## src/rtl/spi_pkg.sv

```systemverilog
// Shared definitions for the SPI configuration master: FSM encoding and SPI mode helpers.
package spi_pkg;

    typedef enum logic [2:0] {
        ST_IDLE,
        ST_FETCH,
        ST_LOAD,
        ST_SETUP,
        ST_SHIFT,
        ST_HOLD,
        ST_GAP,
        ST_DONE
    } spi_state_t;

    localparam logic [1:0] MODE0 = 2'b00;
    localparam logic [1:0] MODE1 = 2'b01;
    localparam logic [1:0] MODE2 = 2'b10;
    localparam logic [1:0] MODE3 = 2'b11;

    function automatic logic [1:0] spi_mode(input logic cpol, input logic cpha);
        case ({cpol, cpha})
            2'b00:   return MODE0;
            2'b01:   return MODE1;
            2'b10:   return MODE2;
            default: return MODE3;
        endcase
    endfunction

    // CPHA=0 modes capture on the leading edge and launch the next bit on the trailing edge.
    function automatic logic samples_on_lead(input logic [1:0] mode);
        return (mode == MODE0) || (mode == MODE2);
    endfunction

endpackage

```

## src/rtl/spi_clk_gen.sv

```systemverilog
// SPI clock divider: toggles spi_clk every CLK_DIV cycles while enabled and flags the
// cycle whose closing sclk edge produces a leading or trailing spi_clk edge.
module spi_clk_gen #(
    parameter int CLK_DIV = 1,
    parameter int CPOL    = 0
) (
    input  logic sclk,
    input  logic rst,
    input  logic i_en,
    output logic o_spi_clk,
    output logic o_lead_stb,
    output logic o_trail_stb
);

    localparam int               DIV_W    = $clog2(CLK_DIV + 1);
    localparam logic [DIV_W-1:0] DIV_LAST = DIV_W'(CLK_DIV - 1);
    localparam logic             CLK_IDLE = (CPOL != 0);

    logic [DIV_W-1:0] r_div;
    logic             r_spi_clk;
    logic             w_tick;

    assign w_tick      = i_en && (r_div == DIV_LAST);
    assign o_lead_stb  = w_tick && (r_spi_clk == CLK_IDLE);
    assign o_trail_stb = w_tick && (r_spi_clk != CLK_IDLE);
    assign o_spi_clk   = r_spi_clk;

    // NOTE: clocked state uses non-blocking (<=) so every register samples pre-edge values.
    always_ff @(posedge sclk or posedge rst) begin
        if (rst) begin
            r_div     <= '0;
            r_spi_clk <= CLK_IDLE;
        end else if (!i_en) begin
            r_div     <= '0;
            r_spi_clk <= CLK_IDLE;
        end else if (w_tick) begin
            r_div     <= '0;
            r_spi_clk <= ~r_spi_clk;
        end else begin
            r_div <= r_div + 1'b1;
        end
    end

endmodule

```

## src/rtl/spi_cfg_master.sv

```systemverilog
// SPI configuration master: streams NUM_WORDS ROM words to an SPI slave, one CS frame per
// word, and returns the spi_sdo read-back of each frame.
module spi_cfg_master
    import spi_pkg::*;
#(
    parameter int WORD_W    = 16,
    parameter int NUM_WORDS = 32,
    parameter int ADDR_W    = 5,
    parameter int CLK_DIV   = 1,
    parameter int CPOL      = 0,
    parameter int CPHA      = 0,
    parameter int GAP_CYC   = 2,
    parameter int MSB_FIRST = 1
) (
    input  logic              sclk,
    input  logic              rst,
    input  logic              work_en,
    output logic [ADDR_W-1:0] word_addr,
    input  logic [WORD_W-1:0] word_data,
    output logic              spi_clk,
    output logic              spi_sdi,
    output logic              spi_csn,
    input  logic              spi_sdo,
    output logic [WORD_W-1:0] rd_data,
    output logic [ADDR_W-1:0] rd_addr,
    output logic              rd_valid,
    output logic              conf_end
);

    localparam logic             LEAD_SAMPLE = samples_on_lead(spi_mode(CPOL != 0, CPHA != 0));
    localparam int               CNT_W       = $clog2(((CLK_DIV > GAP_CYC) ? CLK_DIV : GAP_CYC) + 1);
    localparam logic [CNT_W-1:0] DIV_LAST    = CNT_W'(CLK_DIV - 1);
    localparam logic [CNT_W-1:0] GAP_LAST    = CNT_W'(GAP_CYC - 1);
    localparam int               BIT_W       = $clog2(WORD_W);
    localparam logic [BIT_W-1:0] BIT_TOP     = BIT_W'(WORD_W - 1);
    localparam logic [ADDR_W-1:0] LAST_ADDR  = ADDR_W'(NUM_WORDS - 1);

    spi_state_t        r_state;
    logic [ADDR_W-1:0] r_index;
    logic [CNT_W-1:0]  r_cnt;
    logic [BIT_W-1:0]  r_bit;
    logic [WORD_W-1:0] r_tx;
    logic [WORD_W-1:0] r_rx;
    logic [ADDR_W-1:0] r_word_addr;
    logic              r_sdi;
    logic              r_csn;
    logic [WORD_W-1:0] r_rd_data;
    logic [ADDR_W-1:0] r_rd_addr;
    logic              r_rd_valid;
    logic              r_conf_end;

    logic w_lead;
    logic w_trail;
    logic w_launch;
    logic w_sample;

    function automatic logic head_bit(input logic [WORD_W-1:0] w);
        return (MSB_FIRST != 0) ? w[WORD_W-1] : w[0];
    endfunction

    function automatic logic [WORD_W-1:0] shift_in(input logic [WORD_W-1:0] w, input logic b);
        return (MSB_FIRST != 0) ? {w[WORD_W-2:0], b} : {b, w[WORD_W-1:1]};
    endfunction

    spi_clk_gen #(
        .CLK_DIV (CLK_DIV),
        .CPOL    (CPOL)
    ) u_clk_gen (
        .sclk        (sclk),
        .rst         (rst),
        .i_en        (r_state == ST_SHIFT),
        .o_spi_clk   (spi_clk),
        .o_lead_stb  (w_lead),
        .o_trail_stb (w_trail)
    );

    assign w_launch  = LEAD_SAMPLE ? w_trail : w_lead;
    assign w_sample  = LEAD_SAMPLE ? w_lead  : w_trail;

    assign word_addr = r_word_addr;
    assign spi_sdi   = r_sdi;
    assign spi_csn   = r_csn;
    assign rd_data   = r_rd_data;
    assign rd_addr   = r_rd_addr;
    assign rd_valid  = r_rd_valid;
    assign conf_end  = r_conf_end;

    always_ff @(posedge sclk or posedge rst) begin
        if (rst) begin
            r_state     <= ST_IDLE;
            r_index     <= '0;
            r_cnt       <= '0;
            r_bit       <= '0;
            r_tx        <= '0;
            r_rx        <= '0;
            r_word_addr <= '0;
            r_sdi       <= 1'b0;
            r_csn       <= 1'b1;
            r_rd_data   <= '0;
            r_rd_addr   <= '0;
            r_rd_valid  <= 1'b0;
            r_conf_end  <= 1'b0;
        end else begin
            r_rd_valid <= 1'b0;
            if (w_sample)
                r_rx <= shift_in(r_rx, spi_sdo);

            case (r_state)
                ST_IDLE: begin
                    if (work_en) begin
                        r_index     <= '0;
                        r_word_addr <= '0;
                        r_state     <= ST_FETCH;
                    end
                end
                ST_FETCH: r_state <= ST_LOAD;
                ST_LOAD: begin
                    r_csn   <= 1'b0;
                    r_cnt   <= '0;
                    r_bit   <= BIT_TOP;
                    r_state <= ST_SETUP;
                    // CPHA=0 presents the first bit before the first edge; CPHA=1 launches it on that edge.
                    if (LEAD_SAMPLE) begin
                        r_sdi <= head_bit(word_data);
                        r_tx  <= shift_in(word_data, 1'b0);
                    end else begin
                        r_sdi <= 1'b0;
                        r_tx  <= word_data;
                    end
                end
                ST_SETUP: begin
                    if (r_cnt == DIV_LAST) begin
                        r_cnt   <= '0;
                        r_state <= ST_SHIFT;
                    end else begin
                        r_cnt <= r_cnt + 1'b1;
                    end
                end
                ST_SHIFT: begin
                    if (w_launch) begin
                        r_sdi <= head_bit(r_tx);
                        r_tx  <= shift_in(r_tx, 1'b0);
                    end
                    if (w_trail) begin
                        if (r_bit == '0)
                            r_state <= ST_HOLD;
                        else
                            r_bit <= r_bit - 1'b1;
                    end
                end
                ST_HOLD: begin
                    if (r_cnt == DIV_LAST) begin
                        r_cnt      <= '0;
                        r_rd_data  <= r_rx;
                        r_rd_addr  <= r_index;
                        r_rd_valid <= 1'b1;
                        r_csn      <= 1'b1;
                        r_sdi      <= 1'b0;
                        r_state    <= ST_GAP;
                    end else begin
                        r_cnt <= r_cnt + 1'b1;
                    end
                end
                ST_GAP: begin
                    if (r_cnt == GAP_LAST) begin
                        r_cnt <= '0;
                        if (!work_en) begin
                            r_state <= ST_IDLE;
                        end else if (r_index == LAST_ADDR) begin
                            r_conf_end <= 1'b1;
                            r_state    <= ST_DONE;
                        end else begin
                            r_index     <= r_index + 1'b1;
                            r_word_addr <= r_index + 1'b1;
                            r_state     <= ST_FETCH;
                        end
                    end else begin
                        r_cnt <= r_cnt + 1'b1;
                    end
                end
                ST_DONE: begin
                    if (!work_en) begin
                        r_conf_end <= 1'b0;
                        r_state    <= ST_IDLE;
                    end
                end
                default: r_state <= ST_IDLE;
            endcase
        end
    end

endmodule

```

## config.mk

```make
export PLATFORM = sky130hd
export DESIGN_NAME = spi_cfg_master
export DESIGN_NICKNAME = d
export VERILOG_FILES = /design/src/rtl/spi_pkg.sv /design/src/rtl/spi_clk_gen.sv /design/src/rtl/spi_cfg_master.sv
export SDC_FILE = /design/constraint.sdc
export NUM_CORES = 1
export LEC_CHECK = 0
export ABC_CLOCK_PERIOD_IN_PS = 3350
export CAP_MARGIN = 20
export CORE_MARGIN = 5
export CORE_UTILIZATION = 25
export DETAILED_ROUTE_END_ITERATION = 7
export PLACE_DENSITY = 0.41
export SKIP_LAST_GASP = 1
export SLEW_MARGIN = 25
export SYNTH_ARGS = -nofsm -noshare
export SYNTH_HDL_FRONTEND = slang
export SYNTH_HIERARCHICAL = 1
export SYNTH_SLANG_ARGS = --single-unit
```

## constraint.sdc

```tcl
create_clock -name sclk -period 3.35 [get_ports sclk]
set_input_delay 0.67 -clock sclk [delete_from_list [all_inputs] [get_ports sclk]]
set_output_delay 0.67 -clock sclk [all_outputs]
set_load 0.02 [all_outputs]
```

==> results.json, run 1 <==
{
  "outcome": "complete, no violations",
  "post-cts-setup-buffer-count": 0,
  "fp.dieH_microns": 127,
  "rsz0062_at_grt": "false",
  "post_syn_nets": 334,
  "worst_hold_path.num_cells": 2,
  "remaining_drc_errors": 0,
  "synth_seq_area_share_pct": 52.7,
  "rrSetupSlack_ns": 1.05,
  "syn_inst": 308,
  "cts_root_buffer": "sky130_fd_sc_hd__clkbuf_16",
  "synthFlopType": "sky130_fd_sc_hd__dfrtp_1",
  "fp-row-count": 42,
  "final_max_slew_viol_count": 0,
  "synth_enable_flop_cells": 0,
  "grt.total_usage_pct": 10.2,
  "boundaryPins": 51,
  "synthArstFlopShare_pct": 100,
  "power.static_leakage_nw": 1.96,
  "antenna_found_initial": 0,
  "r2r_start": "r_state[1]",
  "worst_pin_slew_ns": 0.518,
  "yosysWarnings": 6,
  "drv_cap": 0,
  "clk_path_buf_depth": 2,
  "worst_r2r_path_depth": 8,
  "timing.critical_path.from_type": "flip-flop",
  "via_per_inst": 4.41,
  "die_width_microns": 127,
  "drt_first_pass_iters": 4,
  "detail_route.iter0.violations": 83,
  "ir_worst_vdd_mv": 0.349,
  "global_route.usage.met3_pct": 4.09,
  "fin_crit_sh_pct": 68.7,
  "fin_setup_tns_ns": 0,
  "gr-usage-met2_pct": 15.2,
  "nNetsFinal": 388,
  "switching_power_mw": 1.27,
  "holdCritStartpoint": "spi_csn",
  "syn_area_per_cell_sq_um": 11.1,
  "setup_ws_ns": 1.05,
  "number_of_failing_hold_endpoints_at_the_final_stage": 0,
  "detail_route.wirelength_mm": 7.75,
  "ctsHoldBuffers": 0,
  "crit_path_max_fanout": 17,
  "grt_pass1_vias": 2461,
  "post_drt_wl_per_cell_microns": 14.3,
  "timing_worst_setup_path_type": "flip-flop to flip-flop",
  "final_antenna_net_count": 0,
  "dp_hpwl_mm": 5.18,
  "setup-violations-final": 0,
  "layout-drive-gt1-share_pct": 23.7,
  "clockPowerShare_pct": 30.1,
  "die_area_sq_mm": 0.0161,
  "fillCellCount": 1385,
  "portBuffers": 50,
  "cts-buffers-inserted": 9,
  "grt_start_max_net_pins": 35,
  "fmax_mhz": 435,
  "cellPowerDensity_mw_per_mm2": 830,
  "power.switching_fraction_pct": 34.4,
  "skew_ns": 0.00645,
  "synthToLayoutAreaGrowth_pct": 30.4,
  "h-tree-depth": 3,
  "synth_top_area_share_pct": 51.9,
  "seq_power_share_pct": 34.7,
  "antennaDiodeCount": 0,
  "timing.hold.worst.class": "flip-flop to flip-flop",
  "clkTransAtPathRegs_ns": 0.06,
  "worst_hold_path.endpoint": "spi_csn",
  "tritoncts_clock_tree": "done",
  "use_met1_pct": 13.7,
  "yosysUniqueCellTypes": 52,
  "relSlewSlack_pct": 65.1,
  "post_synth_instance_area_sq_mm": 0.00342,
  "clock_latency_reported_for_the_late_side_of_the_worst_skew_pair_ns": 0.34,
  "dr_total_vias": 2393,
  "effective_utilization_at_floorplan_pct": 25.6,
  "synth_area_leaders": "sky130_fd_sc_hd__dfrtp_1, sky130_fd_sc_hd__mux2_2, sky130_fd_sc_hd__nand2_1",
  "end_kind": "flip-flop",
  "total_gr_overflow": 0,
  "place_congestion": 0.753,
  "synth_top_area_cell": "sky130_fd_sc_hd__dfrtp_1",
  "internal_power_mw": 2.43,
  "postCtsResizedCells": 0,
  "clock-sinks": 72,
  "timing.rr.end": "r_state[1]",
  "place_worst_setup_slack_ns": 1.02,
  "postSynthRegisterBits": 72,
  "fp.coreArea_sq_mm": 0.0133,
  "arrival_ns": 2.51,
  "crit_required_ns": 3.56,
  "finalHoldWorstSlack_ns": 0.473,
  "grt_busiest_layer": "met2",
  "share_comb_of_total_power_pct": 35.2,
  "grt_pass1_wl_mm": 13.2,
  "final_period_minus_worst_setup_slack_ns": 2.30
}
## cells in the final DEF (no fill, tap or decap), drive strengths merged, types with 4 or more instances in the layout
cell and instances:
dfrtp 71, clkdlybuf4s50 50, nand2 47, mux2 39
nor2 23, a31oi 17, o21ai 15, inv 11
a21oi 10, clkbuf 10, buf 10, ha 6
nand3 5, mux2i 4, nand2b 4
## cell families (layout without fill, tap and decap cells)
group	Yosys count	count (layout)	synth area share, %
muxes	43	43	14.0
AOI/OAI and AO/OA	57	57	12.0
and+or+nand+nor	99	99	13.9
xor gates and xnor gates	1	1	0.256
DFF	72	72	52.7
other	1	1	0.110
buffers and inverters	29	88	4.79
adders and majority gates	6	6	2.19
## routing by layer
layer | vias up | routed length, microns
li1 | 1182 | -
met3 | 8 | 288
met2 | 42 | 3480
met4 | 0 | 74
met5 | - | 0
met1 | 1161 | 3900
## worst max-delay path by stage
stage,cells past startpoint,slack [ns],startpoint,end
final,8,1.05,r_state[1],r_state[1]
after global routing,8,0.83,r_state[1],r_state[1]
after CTS,8,1.00,r_state[1],r_state[1]
after detailed placement,8,1.02,r_state[1],r_state[1]
after global placement,8,1.08,r_state[1],r_state[1]
after floorplan,10,0.85,r_state[2],r_rx[10]
## state kept, by name (all words and copies together) (netlist names)
| register | cells |
|---|---|
| conf_end | 1 |
| r_tx | 15 |
| r_state | 3 |
| r_bit | 4 |
| u_clk_gen/o_spi_clk | 1 |
| u_clk_gen/r_div | 1 |
| r_cnt | 2 |
| rd_addr | 5 |
| word_addr | 5 |
| r_rx | 16 |
| spi_sdi | 1 |
| rd_valid | 1 |
| rd_data | 16 |
| spi_csn | 1 |
## critical path, stage by stage (launching register included)
cell and delay (ns):
sky130_fd_sc_hd__dfrtp_1 0.37, sky130_fd_sc_hd__or3b_1 0.37, sky130_fd_sc_hd__buf_4 0.21, sky130_fd_sc_hd__clkinv_2 0.06
sky130_fd_sc_hd__and3b_2 0.25, sky130_fd_sc_hd__nand2_1 0.10, sky130_fd_sc_hd__o31ai_1 0.29, sky130_fd_sc_hd__o211ai_2 0.19
sky130_fd_sc_hd__mux2_1 0.34
## power by group through the flow
stage                     clock (mW)  sequential [mW]  combinational, mW
final                           1.11             1.28               1.30
after global routing            1.19             1.32               1.45
after CTS                       1.16             1.29               1.33
after detailed placement           0             1.30               1.32
after global placement             0             1.30               1.31
after floorplan                    0             1.35              0.895
## synthesized netlist by cell type (2+ instances only)
cell and number:
sky130_fd_sc_hd__mux2i_1 4, sky130_fd_sc_hd__ha_1 6, sky130_fd_sc_hd__nor4_1 2, sky130_fd_sc_hd__mux2_2 38
sky130_fd_sc_hd__a21oi_1 9, sky130_fd_sc_hd__inv_1 10, sky130_fd_sc_hd__nor2b_1 2, sky130_fd_sc_hd__nand3b_1 2
sky130_fd_sc_hd__nor3b_1 2, sky130_fd_sc_hd__o211ai_2 2, sky130_fd_sc_hd__a221o_1 2, sky130_fd_sc_hd__nor3_1 3
sky130_fd_sc_hd__buf_6 2, sky130_fd_sc_hd__o22ai_1 2, sky130_fd_sc_hd__buf_4 4, sky130_fd_sc_hd__dfrtp_1 71
sky130_fd_sc_hd__nand2b_1 4, sky130_fd_sc_hd__nand2_1 39, sky130_fd_sc_hd__clkbuf_1 3, sky130_fd_sc_hd__nand2_2 8
sky130_fd_sc_hd__o21ai_0 14, sky130_fd_sc_hd__buf_2 6, sky130_fd_sc_hd__nor2_1 23, sky130_fd_sc_hd__a31oi_2 8
sky130_fd_sc_hd__a211oi_1 3, sky130_fd_sc_hd__a31oi_1 9, sky130_fd_sc_hd__nand3_1 5
## final cells by class
type	count	area [sq um]	area share [%]
multi-input cells	207	1460	32.7
clock buffers	10	229	5.13
inverters	12	46.3	1.04
well taps	176	220	4.94
clock inverters	6	115	2.58
flip-flops and latches	72	1800	40.4
repair buffers	60	588	13.2
## stage by stage
stage | area, sq um | power [mW] | cells | utilization, %
final | 4460 | 3.70 | 543 | 33.4
after global routing | 4460 | 3.96 | 543 | 33.4
after CTS | 4460 | 3.78 | 543 | 33.4
after detailed placement | 4120 | 2.62 | 527 | 30.8
after global placement | 4120 | 2.61 | 527 | 30.8
after floorplan | 3420 | 2.24 | 308 | -
Note: power is estimated with default switching activity, not from simulation.
==> run 2, diff against run 1 <==
--- a/config.mk
+++ b/config.mk
@@ -5,12 +5,12 @@
 export SDC_FILE = /design/constraint.sdc
 export NUM_CORES = 1
 export LEC_CHECK = 0
-export ABC_CLOCK_PERIOD_IN_PS = 3350
+export ABC_CLOCK_PERIOD_IN_PS = 2100
 export CAP_MARGIN = 20
 export CORE_MARGIN = 5
 export CORE_UTILIZATION = 25
 export DETAILED_ROUTE_END_ITERATION = 7
-export PLACE_DENSITY = 0.41
+export PLACE_DENSITY = 0.43
 export SKIP_LAST_GASP = 1
 export SLEW_MARGIN = 25
 export SYNTH_ARGS = -nofsm -noshare
==> constraint.sdc (replaced) <==
create_clock -name sclk -period 2.1 [get_ports sclk]
set_input_delay 0.42 -clock sclk [delete_from_list [all_inputs] [get_ports sclk]]
set_output_delay 0.42 -clock sclk [all_outputs]
set_load 0.02 [all_outputs]
==> run 2 against run 1 <==
Net effect:
- final cell count up 1.1%
- non-clock buffer count up 6
- critical path type unchanged
- critical endpoint unchanged
- largest power group unchanged
- first-iteration DRC count unchanged
==> results.json, run 2 (synthesized netlist as in run 1, its figures left out) <==
{
  "die_width_microns": 127,
  "worst-path-buf-inv": 1,
  "grt_start_max_net_pins": 50,
  "ir_worst_vdd_mv": 0.670,
  "crit_required_ns": 2.32,
  "detail_route.wirelength_mm": 7.69,
  "cellPowerDensity_mw_per_mm2": 1300,
  "critical_path.top_delay_family": "simple AND/OR/NAND/NOR gates",
  "outcome": "complete, no violations",
  "clkTransAtPathRegs_ns": 0.06,
  "tritoncts_clock_tree": "done",
  "clk_path_buf_depth": 2,
  "drt_first_pass_iters": 4,
  "fp.dieH_microns": 127,
  "postPlaceCellArea_sq_mm": 0.00426,
  "final-instance-count-excl-fill": 549,
  "timing.critical_path.from_type": "flip-flop",
  "dp_hpwl_mm": 5.11,
  "dp.cells": 532,
  "end_kind": "flip-flop",
  "fp-row-count": 42,
  "timing_worst_setup_path_type": "flip-flop to flip-flop",
  "drv_cap": 0,
  "rsz0062_at_grt": "false",
  "fin_crit_sh_pct": 94.3,
  "setup-violations-final": 0,
  "detail_route.iter0.violations": 83,
  "total_gr_overflow": 0,
  "nNetsFinal": 394,
  "arrival_ns": 2.20,
  "cts-buffers-inserted": 9,
  "layout-drive-gt1-share_pct": 27.6,
  "grt_pass1_vias": 2591,
  "final_period_minus_worst_setup_slack_ns": 1.98,
  "h-tree-depth": 3,
  "antenna_found_initial": 0,
  "post_drt_wl_per_cell_microns": 14.0,
  "power.static_leakage_nw": 2.00,
  "synthToLayoutAreaGrowth_pct": 34.3,
  "fp.coreArea_sq_mm": 0.0133,
  "setup_ws_ns": 0.120,
  "postLayoutCellArea_sq_mm": 0.00459,
  "skew_ns": 0.00588,
  "layout_common_cells": "sky130_fd_sc_hd__dfrtp_1, sky130_fd_sc_hd__clkdlybuf4s50_1, sky130_fd_sc_hd__nand2_1",
  "antennaDiodeCount": 0,
  "grt_pass1_wl_mm": 13.1,
  "worst_pin_slew_ns": 0.497,
  "layout_commonest_cell": "sky130_fd_sc_hd__dfrtp_1",
  "remaining_drc_errors": 0,
  "die_area_sq_mm": 0.0161,
  "relSlewSlack_pct": 66.5,
  "portBuffers": 50,
  "total_power_mw": 5.99,
  "clock_latency_reported_for_the_late_side_of_the_worst_skew_pair_ns": 0.34,
  "effective_utilization_at_floorplan_pct": 25.6,
  "via_per_inst": 4.45,
  "fmax_mhz": 505,
  "cell_by_cell_listing_of_the_critical_path": "or3b_4 > clkinv_4 > and3b_2 > nand2_2 > o31ai_2 > o211ai_2 > mux2_1",
  "cts_root_buffer": "sky130_fd_sc_hd__clkbuf_16",
  "place_congestion": 0.766,
  "dr_total_vias": 2445,
  "boundaryPins": 51,
  "final_antenna_net_count": 0,
  "clock-sinks": 72,
  "crit_path_max_fanout": 4,
  "slowest_stage": "sky130_fd_sc_hd__or3b_4",
  "grt.total_usage_pct": 10.3,
  "final_max_slew_viol_count": 0,
  "number_of_failing_hold_endpoints_at_the_final_stage": 0,
  "timing.hold.worst.class": "primary input to asynchronous set/reset pin",
  "place_worst_setup_slack_ns": 0.0638,
  "max_stage_delay_ns": 0.42
}
run 2: cell count changes in the layout (fill, tap and decap cells not counted), sizes merged:
| cell | previous run | this run |
|---|---|---|
| clkinvlp | 1 | 2 |
| bufinv | 3 | 2 |
| buf | 10 | 16 |
run 2: path summary, 6_finish.rpt:
check                            from         endpoint  slack (ns)  cells past startpoint
setup / recovery           r_state[1]       r_state[1]        0.12                      7
hold / removal                    rst  u_clk_gen/r_div        0.35                      2
setup reg to reg           r_state[1]       r_state[1]        0.12                      7
hold reg to reg               spi_csn          spi_csn        0.47                      2
max in group asynchronous         rst          spi_csn        1.24                      3
min in group sclk             spi_csn          spi_csn        0.47                      2
run 2: cell type report:
class	instances	area, sq um
inverters	12	53.8
flip-flops and latches	72	1800
clock inverters	6	90.1
fillers	1362	8750
clock buffers	10	239
well taps	176	220
repair buffers	66	658
multi-input cells	207	1530
run 2: power breakdown:
group          internal, mW  switching [mW]
Combinational          1.06            1.20
Sequential             1.78           0.257
Clock                  1.08           0.611
Total                  3.92            2.07
run 2: timing repair:
action	CTS	global route
resized for setup	0	1
hold endpoints to repair	0	0
hold buffers	0	0
buffers inserted	0	1
setup endpoints to repair	0	1
run 2: stage by stage:
stage	utilization [%]	TNS [ns]	hold slack (ns)
floorplan	-	-2.04	0.161
global placement	31.9	0	0.460
detailed placement	31.9	0	0.464
global route	34.4	0	0.357
CTS	34.3	0	0.350
finish	34.4	0	0.350
run 2: routing by layer:
layer / share of wire, % / routed length, microns / track usage (%) / vias to the layer above
met5: 0 / 0 / 0 / -
met4: 1.9 / 145 / 4.04 / 0
met3: 6.6 / 506 / 4.63 / 12
met2: 45 / 3490 / 16.0 / 52
met1: 46 / 3550 / 12.4 / 1187
li1: - / - / - / 1194
